**src/rtl/muldiv_pkg.sv**
```systemverilog
// Shared types for the sequential M-extension multiply/divide unit:
// funct3 operation encoding, FSM states and operand-sign helpers.
package muldiv_pkg;

  typedef enum logic [2:0] {
    OP_MUL    = 3'b000,
    OP_MULH   = 3'b001,
    OP_MULHSU = 3'b010,
    OP_MULHU  = 3'b011,
    OP_DIV    = 3'b100,
    OP_DIVU   = 3'b101,
    OP_REM    = 3'b110,
    OP_REMU   = 3'b111
  } op_e;

  typedef enum logic [1:0] {
    IDLE = 2'd0,
    CALC = 2'd1,
    DONE = 2'd2
  } state_e;

  function automatic logic signed_a(input op_e op);
    return op inside {OP_MUL, OP_MULH, OP_MULHSU, OP_DIV, OP_REM};
  endfunction

  function automatic logic signed_b(input op_e op);
    return op inside {OP_MUL, OP_MULH, OP_DIV, OP_REM};
  endfunction

  function automatic logic is_div(input op_e op);
    return op[2];
  endfunction

  function automatic logic is_rem(input op_e op);
    return op[2] & op[1];
  endfunction

endpackage

```
**src/rtl/ex_muldiv_seq.sv**
```systemverilog
// Sequential RISC-V M-extension unit: one shift-add / restoring-divide step
// per cycle on operand magnitudes, sign fixed up on the way into DONE.
module ex_muldiv_seq
  import muldiv_pkg::*;
#(
  parameter int unsigned XLEN = 32
) (
  input  logic            clk,
  input  logic            rst,
  input  logic            start,
  input  logic [2:0]      funct3,
  input  logic [XLEN-1:0] op_a,
  input  logic [XLEN-1:0] op_b,
  input  logic            flush,
  output logic            busy,
  output logic            done,
  output logic [XLEN-1:0] result
);

  localparam int unsigned CW = $clog2(XLEN) + 1;
  localparam logic [XLEN-1:0] INT_MIN = {1'b1, {(XLEN-1){1'b0}}};

  state_e            state;
  op_e               op;
  logic              neg;
  logic [XLEN-1:0]   mag_b;
  logic [2*XLEN-1:0] sr;
  logic [CW-1:0]     cnt;

  op_e             f_in;
  logic            sa_in, sb_in, neg_in, start_ok, fast;
  logic [XLEN-1:0] mag_a_in, mag_b_in, fast_res;

  assign f_in     = op_e'(funct3);
  assign sa_in    = signed_a(f_in) & op_a[XLEN-1];
  assign sb_in    = signed_b(f_in) & op_b[XLEN-1];
  assign mag_a_in = sa_in ? '0 - op_a : op_a;
  assign mag_b_in = sb_in ? '0 - op_b : op_b;
  assign neg_in   = is_rem(f_in) ? sa_in : (sa_in ^ sb_in);
  assign start_ok = (state == IDLE) && start && !flush;
  assign busy     = start_ok || (state == CALC);

  // Divide-by-zero and signed overflow resolve straight from the operands.
  always_comb begin
    fast     = 1'b0;
    fast_res = '0;
    if (is_div(f_in) && op_b == '0) begin
      fast     = 1'b1;
      fast_res = f_in[1] ? op_a : '1;
    end else if ((f_in == OP_DIV || f_in == OP_REM) && op_a == INT_MIN && op_b == '1) begin
      fast     = 1'b1;
      fast_res = f_in[1] ? '0 : op_a;
    end
  end

  logic [XLEN:0]     mul_sum, trial;
  logic              ge;
  logic [XLEN-1:0]   rem_n, quo, remd, fin;
  logic [2*XLEN-1:0] sr_next, prod_s;

  // sr holds {hi, lo}: product shifts right through it; for divide it is
  // {partial remainder, dividend/quotient} shifting left.
  always_comb begin
    mul_sum = {1'b0, sr[2*XLEN-1:XLEN]} + (sr[0] ? {1'b0, mag_b} : '0);
    trial   = sr[2*XLEN-1:XLEN-1];
    ge      = trial >= {1'b0, mag_b};
    rem_n   = ge ? (trial[XLEN-1:0] - mag_b) : trial[XLEN-1:0];
    sr_next = is_div(op) ? {rem_n, sr[XLEN-2:0], ge} : {mul_sum, sr[XLEN-1:1]};
    prod_s  = neg ? '0 - sr_next : sr_next;
    quo     = sr_next[XLEN-1:0];
    remd    = sr_next[2*XLEN-1:XLEN];
    unique case (op)
      OP_MUL:                        fin = prod_s[XLEN-1:0];
      OP_MULH, OP_MULHSU, OP_MULHU:  fin = prod_s[2*XLEN-1:XLEN];
      OP_DIV, OP_DIVU:               fin = neg ? '0 - quo : quo;
      default:                       fin = neg ? '0 - remd : remd;
    endcase
  end

  always_ff @(posedge clk or posedge rst) begin
    if (rst) begin
      state  <= IDLE;
      op     <= OP_MUL;
      neg    <= 1'b0;
      mag_b  <= '0;
      sr     <= '0;
      cnt    <= '0;
      result <= '0;
      done   <= 1'b0;
    end else begin
      done <= 1'b0;
      unique case (state)
        IDLE: if (start_ok) begin
          op    <= f_in;
          neg   <= neg_in;
          mag_b <= mag_b_in;
          sr    <= {{XLEN{1'b0}}, mag_a_in};
          cnt   <= '0;
          if (fast) begin
            result <= fast_res;
            done   <= 1'b1;
            state  <= DONE;
          end else begin
            state <= CALC;
          end
        end
        CALC: if (flush) begin
          state <= IDLE;
        end else begin
          sr  <= sr_next;
          cnt <= cnt + 1'b1;
          if (cnt == CW'(XLEN - 1)) begin
            result <= fin;
            done   <= 1'b1;
            state  <= DONE;
          end
        end
        default: state <= IDLE;
      endcase
    end
  end

endmodule

```
**config.mk**
```make
export PLATFORM = sky130hd
export DESIGN_NAME = ex_muldiv_seq
export DESIGN_NICKNAME = d
export VERILOG_FILES = /design/src/rtl/muldiv_pkg.sv /design/src/rtl/ex_muldiv_seq.sv
export SDC_FILE = /design/constraint.sdc
export NUM_CORES = 1
export LEC_CHECK = 0
export ABC_AREA = 0
export CAP_MARGIN = 20
export CORE_ASPECT_RATIO = 0.75
export CORE_UTILIZATION = 55
export DETAILED_ROUTE_END_ITERATION = 7
export HOLD_SLACK_MARGIN = 0.12
export PLACE_DENSITY = 0.75
export SYNTH_ARGS = -nofsm -noshare
export SYNTH_HDL_FRONTEND = slang
export SYNTH_SLANG_ARGS = --single-unit
export TNS_END_PERCENT = 10
```
**constraint.sdc**
```tcl
create_clock -name clk -period 17.05 [get_ports clk]
set_clock_uncertainty 0.05 [all_clocks]
set_input_delay 1.705 -clock clk [delete_from_list [all_inputs] [get_ports clk]]
set_output_delay 1.705 -clock clk [all_outputs]
set_load 0.05 [all_outputs]
```
==> flow_summary.ini, run 1 <==
[run_status]
run_status = completed

[global_routing]
grt_max_degree = 73
antenna_found_initial = 3
grt_overflow_total = 0
grt_pass1_vias = 15850
grt_pass1_wl_um = 95520
globalRouteTotalUtil = 0.4375

[hold_path]
whs_path_depth = 1
holdCritPathClass = reg2reg
min_to = result[3]
worstHoldStart = result[3]

[final_layout]
drive_gt1_frac = 0.06810
finalNetCount = 2274
fin_cells = 2496
fillers = 2541
regArea_mm2 = 0.003533
area_growth_pct = 12.24
multiInputGateArea_mm2 = 0.01118

[synthesis]
ys_seq_elements = 141
synth_top_family_by_area = compound AO/OA/AOI/OAI gates
synth_edf_count = 0
yosys-top-cells-count = nand2_1 (255), o21ai_0 (194), nor2_1 (191)
synthMuxAreaShare = 0.03610
synth_area_per_cell_um2 = 7.372
yosys-top-cells-area = dfrtp_1 (23%), o21ai_0 (6.3%), nand2_1 (6.2%), a21oi_1 (6.2%), ha_1 (5.7%)
seq_area_frac_synth = 0.2282
synth_nets = 2240
synth_warnings = 0
async_flop_share = 1.000
ys.flop_type = dfrtp_1
synthAdderAreaFrac = 0.05924
synthCells = 2097
synthXorXnorAreaFrac = 0.08781
synth-compound-area-share = 0.2929
ys_types = 98
synth_area_mm2 = 0.01546
yosysTopAreaCell = dfrtp_1
synth_top_area_frac = 0.2282
synth.most_common_cell = nand2_1
yosys.area_share.simple = 0.2448

[pwr]
finalPower_mw = 2.703
p_per_area_mw_per_mm2 = 155.8
p_leak_nw = 7.148
vdd_drop_max_mv = 0.08222

[cts]
cts_tree = yes
cts_buffers = 17
clk_pin_slew_ps = 70
clock_sinks = 141
post_cts_resized = 0
htreeDepth = 4
cts_setup_buffers = 0
cts_root_buf = clkbuf_16
postCtsHoldBufs = 0
max-clock-path-buffers = 2
clk_latency_ps = 460

[worst_setup_path]
startpoint_type = flip-flop
critPathArrivalTime_ps = 7240
r2r_start = sr[61]
timing.rr.end = result[12]
crit_fanout = 24
worstSetupPathType = reg2reg
reg2regPathDepth = 20
worst_ep_required_time_ps = 17350
end_kind = flip-flop
r2r_slack_ps = 10110

[floorplan]
ios = 105
die_w_um = 195.6
dieHeight_um = 147.2
die_area_mm2 = 0.02879
core_region_area_mm2 = 0.02733
initial_core_util = 0.5658
num_rows = 52

[route]
drt_pass1_iterations = 8
drt-wirelength-per-cell_um = 25.48
drc = 0
avgViaCountPerCell = 6.879
via_count = 17170
drtIter0Drc = 2586
postRouteAntennaNets = 0
routed_wl_um = 63590

[sta]
setup_violations = 0
period_needed_ps = 6943
rsz0062_at_grt = no
fmax_mhz = 144.0
max_slew_margin = 0.1358
slew_violations = 0
worstMarginPinSlew_ps = 1284
setup-tns-final_ps = 0
worst_slack_ps = 10110
finalHoldViolations = 0
fin_crit_sh = 0.4072

[placement]
dp_hpwl_um = 48370
io_buffers = 104
placed_cells = 2463
dpl_worst_slack_ps = 10410
gp_congestion = 0.9995

[job]
cap_violations = 0
==> how the worst max path moves through the flow <==
stage                   start          to  slack (ps)  depth (start not counted)
floorplan                 rst      cnt[0]       11510                          1
global placement       sr[61]  result[14]       10600                         21
detailed placement     sr[61]  result[22]       10410                         21
CTS                    sr[61]  result[12]       10360                         20
global route        mag_b[30]  result[12]        9890                         21
finish                 sr[61]  result[12]       10110                         20
==> where the power goes <==
group	switching [mW]	internal, mW
sequential	0.0954	0.398
combinational	1.20	0.614
clock	0.170	0.223
total	1.47	1.24
==> metal layers <==
metal	vias up	global-route usage	part of all wire
li1	7747	-	-
met1	8072	0.6370	0.43
met2	1244	0.5789	0.38
met3	105	0.1772	0.16
met4	2	0.1307	0.025
met5	-	0	0.00013
==> logic make-up (layout without fill, tap and decap cells) <==
| logic type | after synthesis | count (layout) |
|---|---|---|
| AND/OR/NAND/NOR | 774 | 774 |
| AO/OA/AOI/OAI | 703 | 703 |
| buffers and inverters | 198 | 245 |
| XOR/XNOR | 155 | 155 |
| flip-flops | 141 | 141 |
| adder cells (fa/ha/maj) | 72 | 72 |
| multiplexers | 54 | 54 |
| other | 0 | 1 |
==> cells in the final DEF (no fill, tap or decap), drive strengths merged, types with 14 or more instances in the layout <==
| master | Yosys | routed |
|---|---|---|
| nand2b | 24 | 24 |
| and2 | 47 | 47 |
| dfrtp | 141 | 141 |
| o21ai | 203 | 203 |
| o21a | 17 | 17 |
| or4 | 16 | 16 |
| nand3 | 31 | 31 |
| nor2 | 192 | 192 |
| ha | 70 | 70 |
| nor4 | 19 | 19 |
| a21o | 20 | 20 |
| clkdlybuf4s50 | 0 | 104 |
| o31ai | 30 | 30 |
| xor2 | 73 | 73 |
| nor3 | 63 | 63 |
| or3 | 20 | 20 |
| o41ai | 15 | 15 |
| a211oi | 23 | 23 |
| buf | 33 | 39 |
| mux2i | 40 | 40 |
| a21oi | 194 | 194 |
| a31oi | 26 | 26 |
| o22ai | 14 | 14 |
| xnor2 | 82 | 82 |
| inv | 70 | 73 |
| mux2 | 14 | 14 |
| clkbuf | 95 | 19 |
| o221ai | 15 | 15 |
| o211ai | 25 | 25 |
| a22o | 15 | 15 |
| nand4 | 36 | 36 |
| nand2 | 255 | 255 |
==> final cells by class <==
type,count,area share
Clock inverter,13,0.008004
Antenna cell,1,0.0001442
Multi-Input combinational cell,1758,0.6445
Sequential cell,141,0.2036
Inverter,70,0.01543
Tap cell,351,0.02531
Timing Repair Buffer,143,0.07687
Clock buffer,19,0.02610
==> registers in the layout, summed over array words and instances (netlist names) <==
signal	count
cnt	6
done	1
mag_b	32
neg	1
op	3
result	32
sr	64
state	2
==> worst max-delay path: stages (launching register included) <==
cell and delay (ps):
dfrtp_1 430, ha_1 370, a21o_1 190, a211o_1 320
a41oi_2 220, nand2_1 80, buf_4 240, nor2_1 230
nand2_1 370, o21ai_0 280, ha_1 230, o21ai_0 160
or4_1 590, or3_1 480, nand4bb_1 440, or3_1 540
nor4_1 800, o221ai_1 250, a32oi_1 250, a21oi_1 100
o22a_1 200
==> per-stage QoR <==
step                      hold slack, ps  utilization  cell area, um^2
after floorplan                    402.5            -            15460
after global placement             423.6       0.6132            16760
after detailed placement           430.0       0.6132            16760
after CTS                          443.9       0.6349            17350
after global routing               470.3       0.6349            17350
final                              439.5       0.6350            17350
No activity file was read; power rests on OpenSTA's default activity.
==> run 2, diff against run 1 <==
Clock period 17.05 ns to 6.8 ns, I/O delays scaled along.
==> flow_summary.ini, run 2 (synthesis results as in run 1) <==
[floorplan]
core_region_area_mm2 = 0.02733
initial_core_util = 0.5658
die_w_um = 195.6
num_rows = 52
dieHeight_um = 147.2
ios = 105
die_area_mm2 = 0.02879

[sta]
setup_violations = 0
slew_violations = 0
fin_crit_sh = 0.9706
setup-tns-final_ps = 0
finalHoldViolations = 0
worst_slack_ps = 199.7
fmax_mhz = 151.5
rsz0062_at_grt = no
period_needed_ps = 6600
max_slew_margin = 0.1947
worstMarginPinSlew_ps = 1200

[cts]
htreeDepth = 4
cts_buffers = 17
clk_latency_ps = 460
clk_pin_slew_ps = 70
postCtsHoldBufs = 0
cts_setup_buffers = 0
max-clock-path-buffers = 2
post_cts_resized = 0
cts_root_buf = clkbuf_16
cts_tree = yes
clock_sinks = 141

[final_layout]
finalNetCount = 2285
final_common_cell = nand2_1
final_cell_mix = nand2_1 (255), o21ai_0 (194), nor2_1 (189), a21oi_1 (189), dfrtp_1 (139)
area_growth_pct = 12.71
drive_gt1_frac = 0.07013
largest_register_ffs = 64
top_register = sr
largest_registers = sr: 64 flops, mag_b: 32 flops, result: 32 flops

[route]
postRouteAntennaNets = 0
drc = 0
avgViaCountPerCell = 6.930
routed_wl_um = 63360
drtIter0Drc = 2419
drt_pass1_iterations = 8
drt-wirelength-per-cell_um = 25.29
via_count = 17360

[worst_setup_path]
startpoint_type = flip-flop
crit_buf_inv = 0
slowest_delay_ps = 580
worst_ep_required_time_ps = 7080
reg2regPathDepth = 19
worst-path-stages = 19
critPathArrivalTime_ps = 6880
path_delay_family = simple AND/OR/NAND/NOR gates
cp_slowest_cell = or4_1
end_kind = flip-flop
crit_fanout = 6
worstSetupPathType = reg2reg
crit_chain = ha_1, a21oi_1, o21ai_1, a211oi_2, nand2_1, o21ai_2, nand2_1, o21ai_0, ha_1, o21ai_0, or4_1, nor4_1, nand2_1, or4b_1, or4_1, o21ai_0, o221a_2, o22ai_1, a221o_1

[hold_path]
whs_path_depth = 1
holdCritPathClass = reg2reg

[placement]
dpl_worst_slack_ps = 569.5
io_buffers = 104
gp_congestion = 1.032
dp_hpwl_um = 48090

[pwr]
p_leak_nw = 7.205
p_per_area_mw_per_mm2 = 391.7
finalPower_mw = 6.825
vdd_drop_max_mv = 0.1947

[job]
cap_violations = 0

[global_routing]
grt_pass1_wl_um = 95750
grt_max_degree = 85
grt_overflow_total = 0
grt_pass1_vias = 15830
antenna_found_initial = 2
globalRouteTotalUtil = 0.4394

[run_status]
run_status = completed
## run 2: layout make-up
type | instances | area (um^2)
clock inverter | 7 | 115.1
fill | 2493 | 9901
sequential | 141 | 3533
multi-input combinational | 1758 | 11180
clock buffer | 23 | 467.9
antenna | 1 | 2.502
tap | 351 | 439.2
timing repair buffer | 154 | 1416
inverter | 70 | 267.8
## run 2: worst register-to-register path, stage by stage (launching register included)
cell and delay [ps]:
dfrtp_1 420, ha_1 390, a21oi_1 270, o21ai_1 170, a211oi_2 360, nand2_1 200, o21ai_2 170, nand2_1 130
o21ai_0 190, ha_1 240, o21ai_0 150, or4_1 580, nor4_1 550, nand2_1 250, or4b_1 570, or4_1 580
o21ai_0 540, o221a_2 290, o22ai_1 60, a221o_1 330
## run 2: power breakdown
part | total, mW | switching [mW] | leakage [nW] | internal (mW)
clock network | 0.991 | 0.400 | 0.279 | 0.591
logic | 4.61 | 3.03 | 5.08 | 1.58
registers | 1.22 | 0.226 | 1.84 | 0.999
## run 2: through the flow
stage / util / hold WS (ps) / instance area [um^2] / instances
floorplan: - / 402.5 / 15460 / 2097
global placement: 0.6163 / 421.4 / 16840 / 2474
detailed placement: 0.6163 / 432.9 / 16840 / 2474
CTS: 0.6376 / 445.8 / 17420 / 2504
global route: 0.6376 / 451.7 / 17420 / 2504
finish: 0.6377 / 441.3 / 17430 / 2505
## run 2: worst paths after layout
check / start / to / slack (ps)
worst min-delay path: result[2] / result[2] / 440
max in group asynchronous: rst / mag_b[9] / 4600
min in group asynchronous: rst / sr[27] / 730
worst max register to register: sr[51] / result[10] / 200
worst max-delay path: sr[51] / result[10] / 200
worst min register to register: result[2] / result[2] / 440
## run 2: routing by layer
metal / GRT usage / vias to the layer above / routed length [um]
li1: - / 7765 / -
met1: 0.6332 / 8218 / 27310
met2: 0.5830 / 1254 / 24300
met3: 0.1878 / 123 / 10100
met4: 0.1280 / 0 / 1659
met5: 0 / - / 0
